$ cat src/rtl/gpreg_pkg.sv
// Shared types and default widths for the GP-register write arbiter.
// Holds the INIT/RUN state encoding used by gpreg_wr_arb.
package gpreg_pkg;

  typedef enum logic {
    INIT = 1'b0,
    RUN  = 1'b1
  } state_t;

  localparam int AW_DEF = 5;
  localparam int DW_DEF = 8;

endpackage

$ cat src/rtl/gpreg_wr_arb_if.sv
// Requester and register-file port bundle for gpreg_wr_arb.
// master = requester/register-file side, slave = arbiter side.
interface gpreg_wr_arb_if
  import gpreg_pkg::*;
#(
  parameter int AW = AW_DEF,
  parameter int DW = DW_DEF
);

  logic          req0;
  logic          req1;
  logic [AW-1:0] addr0;
  logic [AW-1:0] addr1;
  logic [DW-1:0] data0;
  logic [DW-1:0] data1;
  logic          gnt0;
  logic          gnt1;
  logic          rf_we;
  logic [AW-1:0] rf_waddr;
  logic [DW-1:0] rf_wdata;
  logic          busy;

  modport master (
    output req0, req1,
    output addr0, addr1,
    output data0, data1,
    input  gnt0, gnt1,
    input  rf_we, rf_waddr, rf_wdata,
    input  busy
  );

  modport slave (
    input  req0, req1,
    input  addr0, addr1,
    input  data0, data1,
    output gnt0, gnt1,
    output rf_we, rf_waddr, rf_wdata,
    output busy
  );

endinterface

$ cat src/rtl/gpreg_wr_arb_rr_arb2.sv
// Two-input round-robin pick; last=1 means requester 1 won most recently.
// Purely combinational, one-hot or zero grant.
module rr_arb2 (
  input  logic [1:0] req,
  input  logic       last,
  output logic [1:0] gnt
);

  assign gnt[0] = req[0] & (~req[1] | last);
  assign gnt[1] = req[1] & (~req[0] | ~last);

endmodule

$ cat src/rtl/gpreg_wr_arb.sv
// Two-requester write arbiter in front of a GP register file.
// Define GPREG_ARB_INIT_EN to add a reset-time zero-fill sweep.
module gpreg_wr_arb
  import gpreg_pkg::*;
#(
  parameter int NREG = 32,
  parameter int AW   = AW_DEF,
  parameter int DW   = DW_DEF
) (
  input logic           clk,
  input logic           reset,
  gpreg_wr_arb_if.slave bus
);

  logic          run;
  logic [1:0]    req;
  logic [1:0]    gnt;
  logic          last;
  logic          we_q;
  logic [AW-1:0] waddr_q;
  logic [DW-1:0] wdata_q;

`ifdef GPREG_ARB_INIT_EN
  state_t        state;
  logic [AW-1:0] count;

  assign run = (state == RUN);
`else
  assign run = 1'b1;
`endif

  // Requests are masked during the sweep so they stay pending.
  assign req = {bus.req1, bus.req0} & {2{run}};

  rr_arb2 u_rr (
    .req  (req),
    .last (last),
    .gnt  (gnt)
  );

  always_ff @(posedge clk or negedge reset) begin
    if (!reset) begin
      we_q    <= 1'b0;
      waddr_q <= '0;
      wdata_q <= '0;
      last    <= 1'b1;
`ifdef GPREG_ARB_INIT_EN
      state   <= INIT;
      count   <= '0;
`endif
    end else begin
`ifdef GPREG_ARB_INIT_EN
      if (state == INIT) begin
        we_q    <= 1'b1;
        waddr_q <= count;
        wdata_q <= '0;
        if (count == AW'(NREG - 1)) begin
          state <= RUN;
          count <= '0;
        end else begin
          count <= count + 1'b1;
        end
      end else begin
`else
      begin
`endif
        if (|gnt) begin
          we_q    <= 1'b1;
          waddr_q <= gnt[1] ? bus.addr1 : bus.addr0;
          wdata_q <= gnt[1] ? bus.data1 : bus.data0;
          last    <= gnt[1];
        end else begin
          we_q    <= 1'b0;
        end
      end
    end
  end

  assign bus.gnt0     = gnt[0];
  assign bus.gnt1     = gnt[1];
  assign bus.rf_we    = we_q;
  assign bus.rf_waddr = waddr_q;
  assign bus.rf_wdata = wdata_q;
  assign bus.busy     = ~run;

endmodule
$ cat src/flat_wrapper.sv
// flat-port wrapper written by rule: the top's interface ports become plain ports
module gpreg_wr_arb_flat import gpreg_pkg::*;
#(
  parameter int NREG = 32,
  parameter int AW   = AW_DEF,
  parameter int DW   = DW_DEF
)
  (clk, reset, bus_req0, bus_req1, bus_addr0, bus_addr1, bus_data0, bus_data1, bus_gnt0, bus_gnt1, bus_rf_we, bus_rf_waddr, bus_rf_wdata, bus_busy);
  gpreg_wr_arb_if #(.AW(AW), .DW(DW)) bus_i ();
  input logic clk;
  input logic reset;
  input wire logic [$bits(bus_i.req0)-1:0] bus_req0;
  input wire logic [$bits(bus_i.req1)-1:0] bus_req1;
  input wire logic [$bits(bus_i.addr0)-1:0] bus_addr0;
  input wire logic [$bits(bus_i.addr1)-1:0] bus_addr1;
  input wire logic [$bits(bus_i.data0)-1:0] bus_data0;
  input wire logic [$bits(bus_i.data1)-1:0] bus_data1;
  output wire logic [$bits(bus_i.gnt0)-1:0] bus_gnt0;
  output wire logic [$bits(bus_i.gnt1)-1:0] bus_gnt1;
  output wire logic [$bits(bus_i.rf_we)-1:0] bus_rf_we;
  output wire logic [$bits(bus_i.rf_waddr)-1:0] bus_rf_waddr;
  output wire logic [$bits(bus_i.rf_wdata)-1:0] bus_rf_wdata;
  output wire logic [$bits(bus_i.busy)-1:0] bus_busy;
  assign bus_i.req0 = bus_req0;
  assign bus_i.req1 = bus_req1;
  assign bus_i.addr0 = bus_addr0;
  assign bus_i.addr1 = bus_addr1;
  assign bus_i.data0 = bus_data0;
  assign bus_i.data1 = bus_data1;
  assign bus_gnt0 = bus_i.gnt0;
  assign bus_gnt1 = bus_i.gnt1;
  assign bus_rf_we = bus_i.rf_we;
  assign bus_rf_waddr = bus_i.rf_waddr;
  assign bus_rf_wdata = bus_i.rf_wdata;
  assign bus_busy = bus_i.busy;
  gpreg_wr_arb #(.NREG(NREG), .AW(AW), .DW(DW)) u_core (.clk(clk), .reset(reset), .bus(bus_i));
endmodule
$ cat config.mk
export PLATFORM = sky130hd
export DESIGN_NAME = gpreg_wr_arb_flat
export DESIGN_NICKNAME = d
export VERILOG_FILES = /design/src/rtl/gpreg_pkg.sv /design/src/rtl/gpreg_wr_arb_if.sv /design/src/rtl/gpreg_wr_arb_rr_arb2.sv /design/src/rtl/gpreg_wr_arb.sv /design/src/flat_wrapper.sv
export SDC_FILE = /design/constraint.sdc
export NUM_CORES = 1
export LEC_CHECK = 0
export ABC_AREA = 1
export CAP_MARGIN = 20
export CORE_MARGIN = 1.5
export CORE_UTILIZATION = 30
export CTS_BUF_LIST = sky130_fd_sc_hd__clkbuf_8
export DETAILED_ROUTE_END_ITERATION = 7
export PLACE_DENSITY = 0.6
export SETUP_SLACK_MARGIN = 0.05
export SKIP_CTS_REPAIR_TIMING = 1
export SLEW_MARGIN = 25
export SYNTH_ARGS = -nofsm -noshare
export SYNTH_HDL_FRONTEND = slang
export SYNTH_SLANG_ARGS = --single-unit
export TNS_END_PERCENT = 50
$ cat constraint.sdc
create_clock -name clk -period 2.3 [get_ports clk]
set_input_delay 0.23 -clock clk [delete_from_list [all_inputs] [get_ports clk]]
set_output_delay 0.23 -clock clk [all_outputs]
set_load 0.02 [all_outputs]
After elaboration in Yosys (flattened, before gate mapping):

Cells that the tools add are included.

* $add $sub $neg: 0
* multipliers: 0
* divide/modulo/power cells: 0
* magnitude comparators: 0
* equality and inequality tests: 0
* shifts and indexed selects: 0
* multiplexer cells: 3
* bitwise logic cells: 7
* reductions and logical operators: 1

Operators by type and width (count)
* $mux W8: 1
* $mux W5: 1
* $not A1 Y1: 3
* $and A1 B1 Y1: 2
* $or A1 B1 Y1: 2
* $reduce_or A2 Y1: 1
* $mux W1: 1

* bits in registers: 15
* latch bits: 0
* bits in writable memories: 0
* memory bits (read-only): 0
* bits of input ports: 30
* output and inout bits: 17
* logic and storage cells: 15
* memories kept: 0

Logic depth before layout (Yosys ltp):

Gate-level depths: netlist (run 1).

* depth after elaboration: 5
* depth in mapped cells: 6
* gate-level depth less buffers: 5

Modules after synthesis:

From an unflattened synthesis (run 1), not the netlist that was laid out.

* cell total of the unflattened synthesis: 82
* area total of the unflattened synthesis: 752.0 um^2

By module, submodules not included
* gpreg_wr_arb: times used 1, cells an instance 78, area each 724.4 um^2, seq. area each 376.6 um^2
* rr_arb2: times used 1, cells an instance 4, area each 27.5 um^2, seq. area each 0.0 um^2

Worst setup path after synthesis (run 1):

OpenSTA, ideal clock, no wires.

* kind: reg2out
* start point: register u_core.last
* end point: output bus_gnt0
* data arrival time: 0.954 ns
* path slack: 1.116 ns
* cell stages (with the launch flop): 4
* path buffers: 1
* path through: dfstp_2 > nand2_2 > buf_6 > o21ai_0

* word-level cells in the longest chain between the ends: 2

Ends and longest elaborated chain
* from (decl): line gpreg_wr_arb.sv:18 `logic last;`
* from (signal assigned): line gpreg_wr_arb.sv:71 `last <= gnt[1];`
* $or A1 B1 Y1: line gpreg_wr_arb_rr_arb2.sv:9 `assign gnt[0] = req[0] & (~req[1] | last);`
* $and A1 B1 Y1: line gpreg_wr_arb_rr_arb2.sv:9
* to (decl): line flat_wrapper.sv:18 `output wire logic [$bits(bus_i.gnt0)-1:0] bus_gnt0;`

Every way passes these cells.

Worst setup path after layout (run 1):

* start point: input bus_req0
* end point: output bus_gnt0

* word-level cells in the longest chain between the ends: 1

Ends and longest elaborated chain
* from (decl): line flat_wrapper.sv:12 `input wire logic [$bits(bus_i.req0)-1:0] bus_req0;`
* $and A1 B1 Y1: line gpreg_wr_arb_rr_arb2.sv:9

Every way passes these cells.

==> impl_results.rst, run 1 <==
.. list-table::
   :header-rows: 1

   * - Metric
     - Value
   * - Clock edge transition at the registers on the reported setup and hold paths
     - 0.06 ns
   * - Result of the run
     - complete, no violations
   * - Data arrival time of the critical path
     - 1.77 ns
   * - Mean area per synthesized cell
     - 7.219 µm²
   * - Area of the mapped netlist
     - 909.6 µm²
   * - Effective utilization at floorplan
     - 32.43%
   * - I/O pin total
     - 47
   * - Top library cells by usage in the layout, fill and taps aside
     - 52 x sky130_fd_sc_hd__nand2_1, 45 x sky130_fd_sc_hd__clkdlybuf4s50_1, 17 x sky130_fd_sc_hd__inv_1
   * - Maximum net fanout on the critical path
     - 7
   * - Synthesis-to-layout area growth
     - 56.26%
   * - Overall die area
     - 3372 µm²
   * - Combined flip-flop and latch cell area
     - 376.6 µm²
   * - Vias
     - 971
   * - Number of placed instances, taps included
     - 198
   * - TritonCTS clock tree
     - yes
   * - Number of DRC markers in iteration 0
     - 47
   * - Most common library cell in the layout ignoring fill and taps
     - sky130_fd_sc_hd__nand2_1
   * - GR Overflow Total
     - 0
   * - Routed length per placed instance
     - 12.49 µm
   * - Number of nets in the layout
     - 202
   * - Sum of negative setup slack
     - 0 ns
   * - Flops & latches, synth
     - 15
   * - Ys async rst share
     - 100.0%
   * - Die Wd
     - 58.07 µm
   * - Total length of routed wires
     - 2.522 mm
   * - Final estimated routing congestion in global placement
     - 0.7840
   * - Count of maximum capacitance violations
     - 0
   * - Clock share of power
     - 25.5%
   * - DRT Pass-1 Iters
     - 6
   * - Gate power share
     - 34.8%
   * - Count of buffers inserted at the top-level ports
     - 45
   * - Post-synth top flop
     - sky130_fd_sc_hd__dfrtp_1
   * - Worst-Skew Late Latency
     - 0.24 ns
   * - Overall track demand over capacity in global routing
     - 16.21%
   * - Worst Skew
     - 0.001300 ns
   * - Worst slew margin
     - 55.44%
   * - Proportion of synthesized chip area in sequential cells
     - 41.40%
   * - Final hold vios
     - 0
   * - Category of the worst setup path launch point
     - input port
   * - Crit. End Element
     - primary output
   * - Count of flip-flops with a built-in enable after synthesis
     - 0
   * - Util after Layout
     - 50.67%
   * - Number of antenna cells inserted
     - 0
   * - Net count of the mapped netlist
     - 156
   * - Clock tree buffer depth
     - 2
   * - Required time reported for the critical path endpoint
     - 2.07 ns
   * - Number of global-route vias before repair
     - 989
   * - Gate count of the mapped netlist
     - 126
   * - Cell Int Power
     - 0.5541 mW
   * - Leak
     - 0.7223 nW
   * - Cell at the root of the clock tree
     - sky130_fd_sc_hd__clkbuf_8
   * - Filler cell count
     - 299
   * - Portion of total power attributed to sequential cells
     - 39.7%
   * - Remaining DRCs
     - 0
   * - Proportion of total power due to net switching
     - 30.83%
   * - Final worst path period share
     - 86.83%
   * - # setup viols final
     - 0
   * - Total power draw
     - 0.8010 mW
   * - Drt via density
     - 4.807
   * - DP HPWL
     - 1.882 mm
   * - Worst Max-Slew Pin Slew
     - 0.6663 ns
   * - Maximum vdd drop
     - 0.2846 mV
   * - Number of H-tree branching levels
     - 1
   * - Period minus WS final
     - 1.997 ns
   * - Startpoint-to-endpoint class of the critical path
     - in -> out
   * - Die Span Y
     - 58.07 µm
   * - PwrDens
     - 563.6 nW/µm²
   * - Number of sinks driven by the clock tree
     - 15
   * - Hold crit path type
     - in -> async
   * - Yosys synthesis warning count
     - 0
   * - Standard-cell row count
     - 19
   * - Initial antenna violation count
     - 0
   * - Area used by multi-input combinational logic
     - 405.4 µm²
   * - Switching power of the nets
     - 0.2470 mW
   * - CORE AREA
     - 2805 µm²
   * - Pin count of the biggest net entering global routing
     - 28
   * - Max frequency
     - 500.8 MHz
   * - Number of different library cells in the post-synthesis netlist
     - 14
   * - Setup repair after global routing missed its margin
     - false
   * - Final number of max-transition violations
     - 0
   * - Remaining number of nets flagged by the antenna check after routing
     - 0
   * - Post-route insts no fill
     - 202
   * - Global-route wire length before repair
     - 4.278 mm
   * - TritonCTS buffer count
     - 3
   * - Layout cell share with drive strength beyond 1
     - 10.53%
==> synthesized netlist by cell type (2+ instances only) <==
| library cell | number | area share [%] |
|---|---|---|
| sky130_fd_sc_hd__nand2_1 | 52 | 21 |
| sky130_fd_sc_hd__inv_1 | 16 | 6.6 |
| sky130_fd_sc_hd__dfrtp_1 | 14 | 39 |
| sky130_fd_sc_hd__nand4_1 | 13 | 8.9 |
| sky130_fd_sc_hd__nand3_1 | 8 | 4.4 |
| sky130_fd_sc_hd__buf_2 | 6 | 3.3 |
| sky130_fd_sc_hd__nand3_2 | 6 | 6.6 |
| sky130_fd_sc_hd__buf_4 | 2 | 1.7 |
| sky130_fd_sc_hd__buf_6 | 2 | 2.5 |
| sky130_fd_sc_hd__nand2_2 | 2 | 1.4 |
| sky130_fd_sc_hd__nor2_1 | 2 | 0.83 |
==> logic make-up after synthesis <==
kind of cell | Yosys count | share of synthesized area [%]
AOI/OAI and AO/OA | 1 | 0.5497
other | 1 | 0.4123
and+or+nand+nor | 83 | 43.60
DFF | 15 | 41.40
buffers and inverters | 26 | 14.03
==> power groups by stage <==
stage,sequential [mW],clock [mW],combinational (mW)
after floorplan,0.358,0,0.102
after global placement,0.322,0,0.278
after detailed placement,0.322,0,0.281
after CTS,0.319,0.211,0.282
after global routing,0.322,0.221,0.305
final,0.318,0.204,0.279
==> critical path: stages <==
cell and delay [ns]:
sky130_fd_sc_hd__clkdlybuf4s50_1 0.61, sky130_fd_sc_hd__inv_1 0.09, sky130_fd_sc_hd__o21ai_0 0.20, sky130_fd_sc_hd__clkdlybuf4s50_1 0.64
==> final timing paths <==
kind,from,cells after the start,to,slack (ns)
max,bus_req0,4,bus_gnt0,0.30
min,reset,1,u_core.bus.rf_wdata[4],0.40
max reg2reg,u_core.last,6,u_core.bus.rf_waddr[4],1.15
min reg2reg,u_core.last,2,u_core.last,0.50
max in group asynchronous,reset,1,u_core.bus.rf_waddr[1],1.48
min in group clk,u_core.last,2,u_core.last,0.50
==> routing by layer <==
layer,track usage [%],vias to the layer above,routed length (µm)
met3,3.125,2,211
li1,-,485,-
met5,0,-,0
met2,27.27,43,1182
met1,21.46,441,1120
met4,3.987,0,8
==> registers in the layout, summed over array words and instances (netlist names) <==
name	cells
u_core.bus.rf_waddr	5
u_core.bus.rf_wdata	8
u_core.bus.rf_we	1
u_core.last	1
==> through the flow <==
step	setup slack [ns]	cell area [µm²]	hold slack (ns)
finish	0.3030	1421	0.3972
detailed placement	0.2963	1376	0.4943
global placement	0.3056	1376	0.5011
global route	0.1855	1421	0.4665
floorplan	1.116	909.6	-0.06559
CTS	0.2956	1421	0.4214
==> final cells by class <==
cell class | instances | area share (%)
multi-input cells | 85 | 28.52
clock buffers | 3 | 2.905
repair buffers | 51 | 34.86
flip-flops and latches | 15 | 26.50
clock inverters | 1 | 0.2641
well taps | 31 | 2.729
inverters | 16 | 4.225
Power figures use the tool's default switching activity.
==> inputs of run 2 (changes only) <==
- GPL_ROUTABILITY_DRIVEN: default -> 0
==> results of run 2 <==
No change in the layout: final DEF, timing and power equal those of run 1.
==> inputs of run 3 (changes only) <==
- CORE_MARGIN: 1.5 -> default
==> impl_results.rst, run 3 (same netlist as run 1, synthesis figures left out) <==
.. list-table::
   :header-rows: 1

   * - Metric
     - Value
   * - Maximum vdd drop
     - 0.3221 mV
   * - TritonCTS clock tree
     - yes
   * - Number of global-route vias before repair
     - 923
   * - Most common library cell in the layout ignoring fill and taps
     - sky130_fd_sc_hd__nand2_1
   * - Maximum net fanout on the critical path
     - 6
   * - Number of nets in the layout
     - 203
   * - Worst Max-Slew Pin Slew
     - 0.6677 ns
   * - Failing checks
     - design-rule violations
   * - Number of flip-flops under the largest register name
     - 8
   * - Crit. End Element
     - primary output
   * - Total length of routed wires
     - 2.381 mm
   * - Die Span Y
     - 57.07 µm
   * - Synthesis-to-layout area growth
     - 57.08%
   * - Crit path max-delay cell type
     - sky130_fd_sc_hd__clkdlybuf4s50_1
   * - Final number of max-transition violations
     - 0
   * - Initial antenna violation count
     - 0
   * - CP cell instances
     - clkdlybuf4s50_1, inv_1, o21ai_0, clkdlybuf4s50_1
   * - Overall die area
     - 3256 µm²
   * - Worst Skew
     - 0.001378 ns
   * - Remaining number of nets flagged by the antenna check after routing
     - 0
   * - Max frequency
     - 499.5 MHz
   * - Period minus WS final
     - 2.002 ns
   * - Number of H-tree branching levels
     - 1
   * - Required time reported for the critical path endpoint
     - 2.07 ns
   * - Cell at the root of the clock tree
     - sky130_fd_sc_hd__clkbuf_8
   * - Overall track demand over capacity in global routing
     - 15.81%
   * - Number of antenna cells inserted
     - 0
   * - Pin count of the biggest net entering global routing
     - 16
   * - Category of the worst setup path launch point
     - input port
   * - Data arrival time of the critical path
     - 1.77 ns
   * - Final hold vios
     - 0
   * - Global-route wire length before repair
     - 4.071 mm
   * - Setup repair after global routing missed its margin
     - false
   * - Combined flip-flop and latch cell area
     - 376.6 µm²
   * - Leak
     - 0.7267 nW
   * - # setup viols final
     - 0
   * - Worst slew margin
     - 55.35%
   * - Routed length per placed instance
     - 11.73 µm
   * - GR Overflow Total
     - 0
   * - I/O pin total
     - 47
   * - DP HPWL
     - 1.816 mm
   * - Clock tree buffer depth
     - 2
   * - Count of maximum capacitance violations
     - 0
   * - Effective utilization at floorplan
     - 32.43%
   * - Number of sinks driven by the clock tree
     - 15
   * - Result of the run
     - finished, violations left
   * - Top library cells by usage in the layout, fill and taps aside
     - 52 x sky130_fd_sc_hd__nand2_1, 45 x sky130_fd_sc_hd__clkdlybuf4s50_1, 17 x sky130_fd_sc_hd__inv_1
   * - Sum of negative setup slack
     - 0 ns
   * - TritonCTS buffer count
     - 3
   * - Worst-Skew Late Latency
     - 0.24 ns
   * - Final worst path period share
     - 87.04%
   * - Remaining DRCs
     - 9
   * - Layout cell share with drive strength beyond 1
     - 11.05%
   * - Vias
     - 952
   * - Largest stage delay on the critical path
     - 0.65 ns
   * - Hold WS
     - 0.3966 ns
   * - Number of DRC markers in iteration 0
     - 20
   * - CORE AREA
     - 2805 µm²
   * - Drt via density
     - 4.690
   * - PwrDens
     - 562.2 nW/µm²
   * - Clock edge transition at the registers on the reported setup and hold paths
     - 0.06 ns
   * - Area used by multi-input combinational logic
     - 405.4 µm²
   * - Standard-cell row count
     - 19
   * - Hold crit path type
     - in -> async
   * - Startpoint-to-endpoint class of the critical path
     - in -> out
   * - Filler cell count
     - 285
   * - Die Wd
     - 57.07 µm
   * - Cell repeated most along the worst path
     - sky130_fd_sc_hd__clkdlybuf4s50_1
   * - DRT Pass-1 Iters
     - 6
   * - Count of buffers inserted at the top-level ports
     - 45
[run 3: cell count changes in the layout (fill, tap and decap cells not counted)]
cell                    change
sky130_fd_sc_hd__buf_4      +1
[run 3: final timing paths]
check                                  from                endpoint  slack, ns  cells after the start
min in group clk                u_core.last             u_core.last       0.52                      2
worst max-delay path               bus_req0                bus_gnt0       0.30                      4
max in group asynchronous             reset  u_core.bus.rf_wdata[0]       1.48                      1
worst max register to register  u_core.last  u_core.bus.rf_wdata[3]       1.11                      6
worst min-delay path                  reset  u_core.bus.rf_wdata[7]       0.40                      1
worst min register to register  u_core.last             u_core.last       0.52                      2
[run 3: final cells by class]
class | instances | share of cell area [%]
tap | 31 | 2.715
timing repair buffer | 52 | 35.20
inverter | 16 | 4.203
clock buffer | 3 | 2.890
multi-input combinational | 85 | 28.37
clock inverter | 1 | 0.2627
sequential | 15 | 26.36
[run 3: routing by layer]
layer	global-route usage (%)	share of wire [%]	routed length, µm
met2	27.23	45	1074
met3	3.855	7.5	178
met5	0	0	0
met1	20.26	47	1128
met4	3.136	0	0
[run 3: stage by stage]
step                power [mW]  instance area [µm²]  instances  setup WS, ns  utilization [%]
CTS                     0.8138                 1429        203        0.2918            50.94
global placement        0.6013                 1384        199        0.3522            49.33
detailed placement      0.6023                 1384        199        0.2925            49.33
floorplan               0.4602                909.6        126         1.116                -
global route            0.8535                 1429        203        0.2147            50.94
finish                  0.8034                 1429        203        0.2981            50.94
[run 3: worst max-delay path, delay by kind of cell]
| kind | cells | cell delay [ns] |
|---|---|---|
| AOI/OAI and AO/OA | 1 | 0.22 |
| buffers and inverters | 3 | 1.33 |
[run 3: report_power, final]
part,switching (mW),total [mW],internal [mW]
Sequential,0.0196,0.318,0.299
Clock,0.0876,0.206,0.118
Combinational,0.140,0.280,0.140
